File: src/rtl/ram_arbiter.sv
// ram_arbiter: two-master arbiter in front of a single-port word RAM.
// Every transaction walks IDLE -> ACCESS -> RESP -> IDLE. The RAM strobe
// and request fields are registered. Ready and rdata are decoded from the
// registered state, so the two-cycle latency is fixed.
//
//   state  | meaning
//   IDLE   | no transaction; arbitrate among valid masters
//   ACCESS | ram_en high for one cycle with latched addr/wdata/wstrb
//   RESP   | granted master sees ready and ram_rdata passed through
module ram_arbiter #(
  parameter int          ADDR_WIDTH = 13,
  parameter int unsigned FIXED_PRIO = 0
) (
  input  logic                  clk,
  input  logic                  rst,
  input  logic                  m0_valid,
  input  logic [31:0]           m0_addr,
  input  logic [31:0]           m0_wdata,
  input  logic [3:0]            m0_wstrb,
  output logic                  m0_ready,
  output logic [31:0]           m0_rdata,
  input  logic                  m1_valid,
  input  logic [31:0]           m1_addr,
  input  logic [31:0]           m1_wdata,
  input  logic [3:0]            m1_wstrb,
  output logic                  m1_ready,
  output logic [31:0]           m1_rdata,
  output logic                  ram_en,
  output logic [ADDR_WIDTH-1:0] ram_addr,
  output logic [31:0]           ram_wdata,
  output logic [3:0]            ram_wstrb,
  input  logic [31:0]           ram_rdata,
  output logic [1:0]            grant
);

  typedef enum logic [1:0] {
    IDLE   = 2'd0,
    ACCESS = 2'd1,
    RESP   = 2'd2
  } state_t;

  state_t     state;
  state_t     state_nxt;
  logic [1:0] pick;
  logic [1:0] grant_q;
  logic       last_grant;  // 1: master 1 won the most recent arbitration

  // Only the word-address bits reach the RAM; the byte offset and upper bits
  // are intentionally dropped.
  logic unused_addr_bits;
  assign unused_addr_bits = ^{m0_addr[31:ADDR_WIDTH+2], m0_addr[1:0],
                              m1_addr[31:ADDR_WIDTH+2], m1_addr[1:0]};

  // Arbitration candidate: round-robin favours the master that did not win
  // last time; fixed priority always favours master 0 on a tie.
  always_comb begin
    pick = 2'b00;
    if (m0_valid && m1_valid) begin
      pick = ((FIXED_PRIO != 0) || last_grant) ? 2'b01 : 2'b10;
    end else if (m0_valid) begin
      pick = 2'b01;
    end else if (m1_valid) begin
      pick = 2'b10;
    end
  end

  // State register.
  always_ff @(posedge clk) begin
    if (rst) state <= IDLE;
    else     state <= state_nxt;
  end

  // Next-state logic: one accepted request forces the full three-state walk.
  always_comb begin
    state_nxt = state;
    case (state)
      IDLE:    if (pick != 2'b00) state_nxt = ACCESS;
      ACCESS:  state_nxt = RESP;
      RESP:    state_nxt = IDLE;
      default: state_nxt = IDLE;
    endcase
  end

  // Registered RAM request, grant and round-robin history.
  always_ff @(posedge clk) begin
    if (rst) begin
      grant_q    <= 2'b00;
      last_grant <= 1'b1;
      ram_en     <= 1'b0;
      ram_addr   <= '0;
      ram_wdata  <= '0;
      ram_wstrb  <= 4'b0000;
    end else begin
      case (state)
        IDLE: begin
          if (pick != 2'b00) begin
            grant_q    <= pick;
            last_grant <= pick[1];
            ram_en     <= 1'b1;
            ram_addr   <= pick[0] ? m0_addr[ADDR_WIDTH+1:2] : m1_addr[ADDR_WIDTH+1:2];
            ram_wdata  <= pick[0] ? m0_wdata : m1_wdata;
            ram_wstrb  <= pick[0] ? m0_wstrb : m1_wstrb;
          end
        end
        ACCESS: begin
          // Strobes drop with ram_en so no write can leak outside ACCESS.
          ram_en    <= 1'b0;
          ram_wstrb <= 4'b0000;
        end
        RESP: begin
          grant_q <= 2'b00;
        end
        default: begin
          grant_q   <= 2'b00;
          ram_en    <= 1'b0;
          ram_wstrb <= 4'b0000;
        end
      endcase
    end
  end

  // Master-side outputs: completion pulse and read-data pass-through in RESP.
  always_comb begin
    grant    = grant_q;
    m0_ready = (state == RESP) && grant_q[0];
    m1_ready = (state == RESP) && grant_q[1];
    m0_rdata = m0_ready ? ram_rdata : 32'h0;
    m1_rdata = m1_ready ? ram_rdata : 32'h0;
  end

endmodule

File: config.mk
export PLATFORM = sky130hd
export DESIGN_NAME = ram_arbiter
export DESIGN_NICKNAME = d
export VERILOG_FILES = /design/src/rtl/ram_arbiter.sv
export SDC_FILE = /design/constraint.sdc
export NUM_CORES = 1
export LEC_CHECK = 0
export CAP_MARGIN = 15
export CORE_AREA = 2 2 113 115
export DETAILED_ROUTE_END_ITERATION = 8
export DIE_AREA = 0 0 115 117
export DONT_BUFFER_PORTS = 1
export PLACE_DENSITY = 0.49
export SLEW_MARGIN = 20
export SYNTH_ARGS = -nofsm -noshare
export SYNTH_HDL_FRONTEND = slang
export SYNTH_SLANG_ARGS = --single-unit
export TNS_END_PERCENT = 50
File: constraint.sdc
create_clock -name clk -period 1.2 [get_ports clk]
set_input_delay 0.24 -clock clk [delete_from_list [all_inputs] [get_ports clk]]
set_output_delay 0.24 -clock clk [all_outputs]
set_load 0.1 [all_outputs]
==> summary.md <==
| Metric | Value |
|---|---|
| Sequential area share after synthesis | between 30% and 40% |
| Final net count | 602 |
| Clk sinks | 55 |
| Buffers on Ports | 0 |
| Status | finished with violations |
| DR WL/cell | 15.7 um |
| P_leak | approximately 1.8 nW |
| Post-synth cell types | 19 |
| Cell family with most CP delay | simple AND/OR/NAND/NOR gates |
| Total power | 6.48 mW |
| Least-Margin Pin Slew | 0.561 ns |
| Largest net degree at the start of global routing | 53 |
| First-pass GRT wire length | between 10000 and 15000 um |
| Vias in the first global route | approximately 2500 |
| Post-DP HPWL | about 7300 um |
| DR DRC count | 0 |
| Shortest period the worst path allows | 1.66 ns |
| Endpoints failing hold | 0 |
| Num ports | 290 |
| Chip height | 117 um |
| Worst Path Buf+Inv | 1 |
| CTS tree | done |
| Dpl cells | 573 |
| Max Clock Freq | around 600 MHz |
| Post-CTS setup buffer count | 0 |
| #FFs+latches synth | 55 |
| Routed WL | 9110 um |
| Crit path required time | 0.96 ns |
| CP Cell Sequence | and3b_2 -> buf_12 -> and2_4 |
| Skew final | slightly above 0.005 ns |
| Synthesized area per cell | 7.59 sq um |
| Syn_nets | 537 |
| Failing checks | setup timing |
| Longest Clk Path Bufs | 2 |
| Max Fanout on Critical Path | 33 |
| Hold/Removal Path Class | input pin to register |
| Most frequent cells in the layout | nand2_1, and2_4, dfxtp_1 |
| Cell Pwr Density | about 1500 mW/mm^2 |
| Total clock buffers created by CTS | 5 |
| Clk Tree Root Cell | clkbuf_16 |
| Rows | a little over 40 |
| Fin crit share | 139% |
| Worst reg-to-reg setup slack | -0.28 ns |
| Area growth syn-to-layout | 56.4% |
| Final setup margin | -0.462 ns |
| Final Cell Area | 0.00433 sq mm |
| RePlAce Congestion | just under 0.7 |
| Area of the mapped netlist | 0.00277 sq mm |
| Setup slack at placement | -0.289 ns |
| Die ar. | 0.0135 sq mm |
| # Max-Cap Violations | 0 |
| H-tree depth | 2 |
| Antenna viol nets, final | 0 |
| CP startpoint kind | register |
| Avg Vias per Cell | 4.81 |
| RSZ-0062 raised after global routing | yes |
| GR Util All Layers | 12.0% |
| Most common cell after layout, fill and taps aside | nand2_1 |
| Kind of critical path | register to output port |
| Clock Latency Late Sink | 0.29 ns |
| Post-Synthesis Cells | 365 |
| Via count | approximately 2800 |
| 1st-iter DRT viols | 61 |
| Chip Width | between 100 and 150 um |
| Yosys warns | 0 |
| Hold Slack | 0.0162 ns |
| Initial antenna violation count | 0 |
| Initial Util | 22.5% |
| Worst-path clk slew | 0.07 ns |
| CP Capture Type | output port |
| Final setup vio count | 116 |
| Non-Filler Instances | 581 |
| # diodes | 0 |
| Proportion of layout cells with a drive suffix above 1 | 40.6% |
| Initial DRT Pass Iterations | 4 |
| WP data arrival | between 1 and 1.5 ns |
| Slowest CP cell | and2_4 |
| Slew headroom | 62.3% |
| Congestion Overflow GR | 0 |
| Max IR drop VDD | 664 uV |
| Final Max Tran Viols | 0 |
| DP Area | roughly 0.0041 sq mm |
| Peak per-stage delay on the critical path | 0.35 ns |
| Core ar. | around 0.012 sq mm |
## area by class of cell
| class | instances | area (sq um) |
|---|---|---|
| Clock inverter | 3 | 38.8 |
| Fill cell | 1261 | 7980 |
| Tap cell | 150 | 188 |
| Clock buffer | 5 | 125 |
| Sequential cell | 55 | 1110 |
| Timing Repair Buffer | 91 | 1160 |
| Inverter | 1 | 3.75 |
| Multi-Input combinational cell | 276 | 1700 |
## layer usage
metal	up-vias	GRT usage (%)	wire length (um)
met5	-	0	0
met4	0	3.13	96
met3	8	3.19	775
met2	147	23.0	4870
met1	1283	13.1	3370
li1	1357	-	-
## metrics by stage
step / util [%] / setup TNS [ns]
floorplan: - / -31.17
global placement: 33.2 / -22.63
detailed placement: 33.2 / -24.98
CTS: 34.7 / -40.20
global route: 35.2 / -47.24
finish: 35.2 / -37.87
## worst reg2reg max path: cells and delay by family, from the launching register on
family	cells	cell delay (ns)
flip-flops	1	0.33
AND/OR/NAND/NOR	2	0.38
AO/OA/AOI/OAI	1	0.26
buffers and inverters	2	0.41
## state kept, by name, indices dropped and copies added (netlist names)
register and flops:
ram_wstrb 4, ram_en 1, ram_wdata 32, grant 2, ram_addr 13, last_grant 1
state 2
## path summary, 6_finish.rpt
kind | startpoint | endpoint | depth (start not counted)
hold reg to reg | ram_wdata[29] | ram_wdata[29] | 2
setup / recovery | state[0] | m0_rdata[3] | 3
setup reg to reg | state[0] | ram_wdata[0] | 5
hold / removal | rst | ram_wdata[3] | 1
## cell usage after synthesis (all sizes together)
cell | n | area share, %
dfxtp | 55 | 40
mux2i | 4 | 1.4
a31oi | 1 | 0.23
a21oi | 3 | 0.54
nand2 | 91 | 12
and3b | 2 | 0.63
inv | 1 | 0.14
a2bb2oi | 1 | 0.32
a311oi | 45 | 14
and2 | 65 | 15
nor3b | 1 | 0.27
nor2 | 49 | 6.6
nand2b | 4 | 0.90
buf | 13 | 2.3
or2 | 1 | 0.23
nor3 | 5 | 1.3
clkbuf | 20 | 2.7
o2bb2ai | 4 | 1.3
## cells by family (layout without fill, tap and decap cells)
family	after synthesis	in the layout	synth area share, %
multiplexers	4	4	1.45
buffers and inverters	34	100	5.20
AO/OA/AOI/OAI	54	54	16.6
AND/OR/NAND/NOR	218	218	37.0
flip-flops	55	55	39.8
## what timing repair did
action                     CTS  global route
pin swaps                   66             5
setup endpoints to repair  117           131
gates resized for setup      4            16
hold buffers                 0             0
hold endpoints to repair     0             0
cloned                       0             0
## power breakdown
part / internal [mW] / switching, mW
Combinational: 0.664 / 2.05
Sequential: 2.03 / 0.124
Clock: 0.974 / 0.637
Total: 3.67 / 2.81
(Power assumes the default switching activity.)
